**config.mk**
```make
export PLATFORM = sky130hd
export DESIGN_NAME = plab4_net_ring_route_pipe
export DESIGN_NICKNAME = d
export VERILOG_FILES = /design/src/rtl/plab4_net_ring_route_pipe_pkg.sv /design/src/rtl/plab4_net_ring_route_calc.sv /design/src/rtl/plab4_net_ring_route_pipe.sv
export SDC_FILE = /design/constraint.sdc
export NUM_CORES = 1
export LEC_CHECK = 0
export ABC_AREA = 1
export CAP_MARGIN = 10
export CORE_AREA = 2 2 92 94
export CTS_BUF_LIST = sky130_fd_sc_hd__clkbuf_16
export DETAILED_ROUTE_END_ITERATION = 10
export DIE_AREA = 0 0 94 96
export HOLD_SLACK_MARGIN = 0.05
export PLACE_DENSITY = 0.8
export SYNTH_ARGS = -nofsm -noshare
export SYNTH_HDL_FRONTEND = slang
export SYNTH_SLANG_ARGS = --single-unit
```
**constraint.sdc**
```tcl
create_clock -name clk -period 8.6 [get_ports clk]
set_clock_uncertainty 0.1 [all_clocks]
set_input_delay 1.29 -clock clk [delete_from_list [all_inputs] [get_ports clk]]
set_output_delay 1.29 -clock clk [all_outputs]
set_load 0.05 [all_outputs]
```
**src/rtl/plab4_net_ring_route_pipe_pkg.sv**
```systemverilog
// Shared route encodings and tie-policy selectors for the ring router variants.
package plab4_net_ring_route_pipe_pkg;

   typedef enum logic [1:0] {
      ROUTE_PREV = 2'b00,
      ROUTE_NEXT = 2'b01,
      ROUTE_TERM = 2'b10
   } route_e;

   localparam int TIE_MODE_PREV = 0;
   localparam int TIE_MODE_ALT  = 1;
   localparam int TIE_MODE_NEXT = 2;

endpackage

```
**src/rtl/plab4_net_ring_route_calc.sv**
```systemverilog
// Combinational route decision for one destination; inputs and outputs all belong to
// the security domain of the message being routed.
module plab4_net_ring_route_calc
   import plab4_net_ring_route_pipe_pkg::*;
#(
   parameter  int p_router_id   = 0,
   parameter  int p_num_routers = 8,
   parameter  int p_tie_mode    = 1,
   localparam int c_dest_nbits  = $clog2(p_num_routers)
)(
   input  logic [c_dest_nbits-1:0] dest_i,
   input  logic                    toggle_i,
   output logic [1:0]              route_o,
   output logic                    err_o,
   output logic                    is_tie_o
);

   // One extra bit so that adding N back after a borrow cannot overflow.
   localparam int W = c_dest_nbits + 1;
   localparam logic [W-1:0] c_n  = W'(p_num_routers);
   localparam logic [W-1:0] c_id = W'(p_router_id);

   logic [W-1:0] d_ext;
   logic [W-1:0] fwd;
   logic [W-1:0] bwd;

   always_comb begin
      d_ext    = {1'b0, dest_i};
      fwd      = (d_ext < c_id) ? (d_ext - c_id + c_n) : (d_ext - c_id);
      bwd      = (c_id < d_ext) ? (c_id - d_ext + c_n) : (c_id - d_ext);
      err_o    = (d_ext >= c_n);
      is_tie_o = 1'b0;
      route_o  = ROUTE_TERM;
      if (err_o || (d_ext == c_id)) begin
         route_o = ROUTE_TERM;
      end else if (fwd < bwd) begin
         route_o = ROUTE_NEXT;
      end else if (fwd > bwd) begin
         route_o = ROUTE_PREV;
      end else begin
         is_tie_o = 1'b1;
         if (p_tie_mode == TIE_MODE_PREV)      route_o = ROUTE_PREV;
         else if (p_tie_mode == TIE_MODE_NEXT) route_o = ROUTE_NEXT;
         else                                  route_o = toggle_i ? ROUTE_PREV : ROUTE_NEXT;
      end
   end

endmodule

```
**src/rtl/plab4_net_ring_route_pipe.sv**
```systemverilog
// Registered route-compute stage: computes a ring direction at enqueue and holds
// {domain, msg, route, err} in a 2-entry FIFO with per-domain tie-break toggles.
module plab4_net_ring_route_pipe
   import plab4_net_ring_route_pipe_pkg::*;
#(
   parameter int p_router_id   = 0,
   parameter int p_num_routers = 8,
   parameter int p_msg_nbits   = 44,
   parameter int p_dest_lsb    = 33,
   parameter int p_tie_mode    = 1
)(
   input  logic                   clk,
   input  logic                   reset,
   input  logic                   in_domain,
   input  logic                   in_val,
   output logic                   in_rdy,
   input  logic [p_msg_nbits-1:0] in_msg,
   output logic                   out_domain,
   output logic                   out_val,
   input  logic                   out_rdy,
   output logic [p_msg_nbits-1:0] out_msg,
   output logic [1:0]             out_route,
   output logic                   out_err
);

   localparam int c_dest_nbits = $clog2(p_num_routers);

   typedef struct packed {
      logic                   domain;
      logic [p_msg_nbits-1:0] msg;
      logic [1:0]             route;
      logic                   err;
   } entry_t;

   entry_t     ent_q [2];
   entry_t     new_ent;
   entry_t     head;
   logic [1:0] count_q, count_d;
   logic       wr_ptr_q, rd_ptr_q;
   logic [1:0] tog_q, tog_d;
   logic       enq, deq;
   logic [1:0] calc_route;
   logic       calc_err;
   logic       calc_tie;

   plab4_net_ring_route_calc #(
      .p_router_id   (p_router_id),
      .p_num_routers (p_num_routers),
      .p_tie_mode    (p_tie_mode)
   ) u_calc (
      .dest_i   (in_msg[p_dest_lsb +: c_dest_nbits]),
      .toggle_i (tog_q[in_domain]),
      .route_o  (calc_route),
      .err_o    (calc_err),
      .is_tie_o (calc_tie)
   );

   // Handshake depends on occupancy only, never on message contents.
   assign in_rdy  = (count_q != 2'd2);
   assign out_val = (count_q != 2'd0);
   assign enq     = in_val & in_rdy;
   assign deq     = out_val & out_rdy;

   always_comb begin
      count_d = count_q;
      if (enq && !deq)      count_d = count_q + 2'd1;
      else if (deq && !enq) count_d = count_q - 2'd1;

      tog_d = tog_q;
      if (enq && calc_tie && (p_tie_mode == TIE_MODE_ALT))
         tog_d[in_domain] = ~tog_q[in_domain];

      new_ent = '{domain: in_domain, msg: in_msg, route: calc_route, err: calc_err};
   end

   always_ff @(posedge clk) begin
      if (reset) begin
         count_q  <= 2'd0;
         wr_ptr_q <= 1'b0;
         rd_ptr_q <= 1'b0;
         tog_q    <= 2'b00;
      end else begin
         count_q  <= count_d;
         tog_q    <= tog_d;
         if (enq) wr_ptr_q <= ~wr_ptr_q;
         if (deq) rd_ptr_q <= ~rd_ptr_q;
      end
   end

   always_ff @(posedge clk) begin
      if (enq) ent_q[wr_ptr_q] <= new_ent;
   end

   // Stale storage is masked so an empty stage always presents zeros.
   assign head       = ent_q[rd_ptr_q];
   assign out_domain = out_val ? head.domain : 1'b0;
   assign out_msg    = out_val ? head.msg    : '0;
   assign out_route  = out_val ? head.route  : 2'b00;
   assign out_err    = out_val ? head.err    : 1'b0;

   always_ff @(posedge clk) begin
      if (!reset) assert (count_q <= 2'd2);
   end

endmodule

```
---- Word level (Yosys, flattened, before mapping) ----
Memory sizes are Yosys's and may differ from the RTL's. A register that Yosys moved wholly into a read port is not among the register bits.
Index checks and enable logic that the tools add are counted.
word-level totals
  input port bits ......................... 49
  memories kept ........................... 1
  memory bits (writable) .................. 94
  memory bits (read-only) ................. 0
  register bits ........................... 6
  bits in latches ......................... 0
operators by class
  reduce and logical (&&, ||, !) cells .... 9
  bitwise gates (word level) .............. 5
  div/mod/pow operators ................... 0
  multiply operators ...................... 0
  shifts and indexed selects .............. 0
  $add $sub $neg .......................... 4
  equality and inequality tests ........... 1
  mux-type cells .......................... 23
  $lt $le $gt $ge ......................... 5
memories
  memory  depth  width  read ports  clocked after Yosys merged registers in  write ports  RTL line                         text
  ent_q   2      47     1           1                                        1            plab4_net_ring_route_pipe.sv:35  entry_t ent_q [2];
operators with widths
  kind                   count
  $mux W44               1
  $mux W1                13
  $mux W2                6
  $add A4 B4 Y4 const B  1
  $gt A3 B4 Y1           1
  $logic_and A1 B1 Y1    4
  $lt A3 B4 Y1           1
  $mux W4                1
  $reduce_bool A2 Y1     2
  $sub A1 B3 Y4 const A  1
  $logic_not A3 Y1       1
  $lt A1 B3 Y1 const A   1
  $not A1 Y1             3
  $add A2 B1 Y2 const B  1
  $and A1 B1 Y1          2
  $bwmux W2              1
  $logic_not A1 Y1       2
  $lt A1 B2 Y1 const B   1
  $ne A2 B2 Y1 const B   1
  $sub A2 B1 Y2 const B  1
  $demux W1 S1           1
  $ge A1 B1 Y1 const B   1

---- Longest topological paths before layout ----
Gate-level depths: netlist (run 1).
  word-level depth ........................ 8
  mapped depth ............................ 11

---- Cells and area by module ----
A second synthesis (run 1) with hierarchy kept.
second synthesis, totals
  cells, all modules ...................... 340
  area total of the unflattened synthesis .. 4,215.3 sq um
by module, submodules not included
  module                     cells each  area an instance (sq um)  times used
  plab4_net_ring_route_pipe  308         4,036.4                   1
  plab4_net_ring_route_calc  32          178.9                     1

---- Worst setup path before layout (run 1) ----
Ideal clock, no wire load.
  path type ............................... in2reg
  start ................................... input port in_val
  end ..................................... memory ent_q[1][0] in the netlist's numbering (enable)
  arrival ................................. 3,372 ps
  buffers on the path ..................... 0
  cell stages on the path ................. 2
  data required time ...................... 8,047 ps
  setup slack ............................. 4,675 ps
  path through ............................ nand2_4 > nor2_1
between the ends
  longest elaborated chain between the ends .. 3
ends and longest elaborated chain
  what                           RTL line                         text
  start, declared                plab4_net_ring_route_pipe.sv:15  input logic in_val,
  $and A1 B1 Y1                  plab4_net_ring_route_pipe.sv:61  assign enq = in_val & in_rdy;
  $mux W1                        plab4_net_ring_route_pipe.sv:91  if (enq) ent_q[wr_ptr_q] <= new_ent;
  $mux W1 (not written as such)  plab4_net_ring_route_pipe.sv:91
  end, declared                  plab4_net_ring_route_pipe.sv:35
No other way between the ends.

==> results of run 1 <==
## metal layers
metal  vias to the layer above  global-route usage  share of wire
met5                         -                   0              0
met4                         0              0.0652          0.012
met3                         8              0.0352          0.045
met2                        71               0.281           0.51
met1                      1207               0.213           0.43
li1                       1250                   -              -
## cell families (layout without fill, tap and decap cells)
| logic type | after synthesis | after routing | synth area share |
|---|---|---|---|
| AND/OR/NAND/NOR | 121 | 121 | 0.123 |
| flip-flops | 101 | 101 | 0.757 |
| adder cells (fa/ha/maj) | 1 | 1 | 0.00320 |
| other | 1 | 1 | 0.000958 |
| buffers and inverters | 26 | 125 | 0.0431 |
| AO/OA/AOI/OAI | 57 | 57 | 0.0729 |
## how the worst min path moves through the flow
| stage | to | slack (ns) |
|---|---|---|
| after global routing | rd_ptr_q | 0.41 |
| after CTS | flop | 0.38 |
| after floorplan | tog_q[1] | 0.35 |
| after detailed placement | flop | 0.37 |
| final | flop | 0.38 |
| after global placement | flop | 0.35 |
## critical path, cell delays in order, from the launching register on
cell	delay (ns)
dfxtp_2	0.92
inv_2	0.58
nand2_1	0.20
a21oi_1	0.11
clkdlybuf4s50_1	0.76
## cell usage after synthesis
cell	instances
nand2_1	104
edfxtp_1	94
a21oi_1	54
buf_4	8
nor2_1	8
dfxtp_1	7
inv_1	7
buf_6	5
buf_2	3
inv_2	3
nand3_1	3
nand2_2	2
o21ai_0	2
conb_1	1
ha_1	1
nand2_4	1
nor2_2	1
nor2_4	1
nor3_1	1
o21ai_1	1
## state kept, by name (all words and copies together) (netlist names), named ones only
name / flops
wr_ptr_q: 1
ent_q: 94
count_q: 2
tog_q: 2
rd_ptr_q: 1
## placed cells by master (no fill, tap or decap), drive strengths merged
| cell type | instances |
|---|---|
| nand2 | 107 |
| clkdlybuf4s50 | 97 |
| edfxtp | 94 |
| a21oi | 54 |
| inv | 11 |
| nor2 | 10 |
| clkbuf | 9 |
| dfxtp | 7 |
| nand3 | 3 |
| o21ai | 3 |
| clkinv | 3 |
| clkinvlp | 2 |
| buf | 2 |
| nor3 | 1 |
| ha | 1 |
| conb | 1 |
| bufinv | 1 |
## final cells by class
type                    count  share of cell area
clock inverters             7              0.0130
multi-input cells         180               0.154
clock buffers               9              0.0432
inverters                  10             0.00720
repair buffers             99               0.189
flip-flops and latches    101               0.568
well taps                 105              0.0252
## power groups by stage
stage          registers (mW)  clock network (mW)  logic (mW)
2_1_floorplan           0.650                   0       0.624
3_3_place_gp            0.668                   0       0.855
3_5_place_dp            0.670                   0       0.862
4_1_cts                 0.660               0.391       0.865
5_1_grt                 0.668               0.411       0.909
6_report                0.660               0.385       0.859
## stage by stage
stage,cells,setup slack [ns],area [µm²],util
after floorplan,307,4.67,3920,-
after global placement,495,4.65,4920,0.611
after detailed placement,495,4.62,4920,0.611
after CTS,511,4.26,5220,0.648
after global routing,511,4.08,5220,0.648
final,511,4.30,5220,0.648
==> results_dict.tcl, run 1 <==
set metrics [dict create \
    first_iter_violations 108 \
    synth_top_area_cell "edfxtp_1" \
    syn_to_final_growth_pct 33.2 \
    dpl.hpwl_mm 4.65 \
    clkSinkCount 101 \
    gr-total-overflow 0 \
    ctsResizeCount 0 \
    leakage_nw 1.85 \
    fin_crit_ns 4.30 \
    switchingPower_uw 807 \
    finalSetupTns_ns 0 \
    setup_viol_count_final 0 \
    cts_tree "done" \
    swShare 0.424 \
    ys_types 20 \
    rsz0062_at_grt "false" \
    multi_input_comb_area_um2 803 \
    yosys-top-cells-area "edfxtp_1 (72%), nand2_1 (10%), a21oi_1 (6.9%)" \
    portBuffers 97 \
    min_period_over_period 0.500 \
    regArea_um2 2960 \
    die-area_um2 9020 \
    postCtsSetupBuffers 0 \
    status "completed" \
    gp_congestion 0.777 \
    track_usage 0.167 \
    max_freq_mhz 232 \
    numCtsBuffers 9 \
    power_frac_comb 0.451 \
    hold_viol_final 0 \
    yosysSeqAreaShare 0.757 \
    route.detailed.drc 0 \
    clockBufferDepth 2 \
    ys_warn_count 0 \
    netlist_area_um2 3920 \
    htree_levels 3 \
    ant_nets 0 \
    power.density_nw_per_um2 365 \
    ir_drop_v 0.000356 \
    p_seq_frac 0.347 \
    die_x_um 94 \
    syn_nets 357 \
    r2r-end "count_q[1]" \
    p_int_mw 1.10 \
    finalWirelength_mm 7.38 \
    maxCapViolations 0 \
    n_fill_cell 618 \
    r2r_start "count_q[1]" \
    critPathCaptureType "primary output" \
    clock_power_share 0.202 \
    rows 33 \
    grt_antenna_before_repair 0 \
    num-nets-final 451 \
    critPathCapture "out_msg[41]" \
    vias_per_cell 4.96 \
    p_total_mw 1.90 \
    num_antenna_cells 0 \
    hold_class "reg -> reg" \
    rrSetupSlack_ns 6.33 \
    clk_pin_slew_worst_paths_ns 0.07 \
    tightest_slew_ns 1.14 \
    avgSynthCellArea_um2 12.8 \
    ys_ff_latch 101 \
    drive_gt1_frac 0.0690 \
    max_slew_margin 0.235 \
    grt_max_degree 49 \
    postCtsHoldBufs 0 \
    critPathKind "reg -> out" \
    drv_slew 0 \
    vias 2536 \
    synth_top_area_share 0.721 \
    start_kind "flop" \
    grt_pass1_wl_mm 11.5 \
    cp_data_arrival_time_ns 2.91 \
    rr_worst_depth 8 \
    syn_inst 307 \
    whs_ns 0.379 \
    root_buffer "clkbuf_16" \
    crit_fanout 48 \
    cp.required_ns 7.21 \
    initial_core_util 0.486 \
    routedWlPerCell_um 14.4 \
    fp.dieH_um 96 \
    holdPathStages 2 \
    clk-insertion-delay-late_ns 0.33 \
    core_area_um2 8050 \
    hold_start "rd_ptr_q" \
    num_io_pins 99 \
    first_pass_iters 4 \
    grt_pass1_vias 2411 \
]
Power figures use the tool's default switching activity.
==> inputs of run 2 (changes only) <==
CORE_AREA = 2 2 93 95   (was 2 2 92 94)
DIE_AREA = 0 0 95 97   (was 0 0 94 96)
PLACE_DENSITY = 0.78   (was 0.8)
clock period = 4.44 ns   (was 8.6 ns; I/O delays follow)
==> run 2 against run 1 <==
Register-to-register slack worse by 4.2 ns. Final cell count up 0.59%. Largest cell class unchanged. Non-clock buffer count up 3. Sequential share of layout area down 0.26 points. Routed wire length up 2.9%. Critical path depth down 1. First-iteration DRC count up 13%. Core utilization down 0.37 points. Clock power up 94%. Worst hold slack better by 0.013 ns. Combinational power up 99%.
==> results_dict.tcl, run 2 (synthesis gave the netlist of run 1 again) <==
set metrics [dict create \
    status "completed" \
    rsz0062_at_grt "false" \
    n_fill_cell 633 \
    numCtsBuffers 9 \
    dpl.hpwl_mm 4.70 \
    multi_input_comb_area_um2 803 \
    largest_reg_flops 94 \
    rows 33 \
    rr_worst_depth 9 \
    core_area_um2 8130 \
    critPathCaptureType "primary output" \
    grt_max_degree 49 \
    p_total_mw 3.70 \
    maxCapViolations 0 \
    first_pass_iters 4 \
    clk-insertion-delay-late_ns 0.33 \
    finalWirelength_mm 7.59 \
    clock_power_share 0.202 \
    holdPathStages 2 \
    swShare 0.424 \
    switchingPower_mw 1.57 \
    clockBufferDepth 2 \
    gp_congestion 0.745 \
    crit_fanout 48 \
    power_frac_comb 0.462 \
    min_period_over_period 0.735 \
    hold_class "reg -> reg" \
    power.density_nw_per_um2 706 \
    fin_crit_ns 3.26 \
    vias_per_cell 5.02 \
    cp_data_arrival_time_ns 2.50 \
    leakage_nw 1.86 \
    track_usage 0.175 \
    drive_gt1_frac 0.0733 \
    clkSinkCount 101 \
    syn_to_final_growth_pct 33.8 \
    top_register "ent_q" \
    ir_drop_v 0.000512 \
    setup_viol_count_final 0 \
    num_io_pins 99 \
    critPathKind "reg -> out" \
    num-nets-final 454 \
    cp.required_ns 3.67 \
    vias 2578 \
    die_x_um 95 \
    htree_levels 3 \
    regArea_um2 2960 \
    postCtsHoldBufs 0 \
    gr-total-overflow 0 \
    grt_pass1_wl_mm 12.3 \
    max_slew_margin 0.252 \
    hold_viol_final 0 \
    grt_antenna_before_repair 0 \
    fin_area_um2 5240 \
    start_kind "flop" \
    final_common_cell "nand2_1" \
    placed_area_um2 4940 \
    layout_common_cells "nand2_1 (104), clkdlybuf4s50_1 (97), edfxtp_1 (94)" \
    routedWlPerCell_um 14.8 \
    grt_pass1_vias 2588 \
    p_int_mw 2.13 \
    cts_tree "done" \
    finalSetupTns_ns 0 \
    first_iter_violations 122 \
    route.detailed.drc 0 \
    die-area_um2 9220 \
    initial_core_util 0.481 \
    root_buffer "clkbuf_16" \
    ant_nets 0 \
    ctsResizeCount 0 \
    postCtsSetupBuffers 0 \
    p_seq_frac 0.336 \
    portBuffers 97 \
    reg.largest.list "ent_q: 94 flops, count_q: 2 flops, tog_q: 2 flops" \
    drv_slew 0 \
    num_antenna_cells 0 \
    clk_pin_slew_worst_paths_ns 0.06 \
    fp.dieH_um 97 \
    tightest_slew_ns 1.12 \
    rrSetupSlack_ns 2.10 \
    max_freq_mhz 306 \
]
run 2: cell types whose count changed in the layout (fill, tap and decap cells not counted), sizes merged:
cell and change:
clkinv -2, clkinvlp +1, inv +1, buf +3
run 2: final timing paths:
check	startpoint	endpoint
setup reg to reg	count_q[1]	count_q[1]
hold reg to reg	rd_ptr_q	rd_ptr_q
setup / recovery	count_q[1]	out_msg[33]
hold / removal	rd_ptr_q	rd_ptr_q
run 2: metal layers:
| metal | vias to the layer above | track usage | part of all wire |
|---|---|---|---|
| li1 | 1257 | - | - |
| met1 | 1225 | 0.211 | 0.40 |
| met2 | 87 | 0.312 | 0.54 |
| met3 | 9 | 0.0273 | 0.048 |
| met4 | 0 | 0.0647 | 0.014 |
| met5 | - | 0 | 0 |
run 2: critical path, cell delays in order (launching register included):
cell and delay [ns]:
dfxtp_1 0.35, nor2_4 0.87, a21oi_1 0.16, clkdlybuf4s50_1 0.77
run 2: cell type report:
class | instances | share of cell area
multi-input combinational | 180 | 0.153
clock buffer | 9 | 0.0430
clock inverter | 7 | 0.0131
inverter | 10 | 0.00717
tap | 105 | 0.0251
sequential | 101 | 0.566
timing repair buffer | 102 | 0.193
run 2: stage by stage:
step / std cells / hold slack [ns] / util / worst slack [ns]
after floorplan: 307 / 0.351 / - / 1.10
after global placement: 498 / 0.362 / 0.608 / 1.51
after detailed placement: 498 / 0.380 / 0.608 / 1.50
after CTS: 514 / 0.393 / 0.644 / 1.12
after global routing: 514 / 0.425 / 0.644 / 1.01
final: 514 / 0.392 / 0.644 / 1.18
run 2: power groups by stage:
stage	combinational (mW)	clock, mW	sequential (mW)
global route	1.82	0.798	1.25
floorplan	1.21	0	1.26
detailed placement	1.72	0	1.26
global placement	1.71	0	1.26
CTS	1.73	0.761	1.24
finish	1.71	0.747	1.24
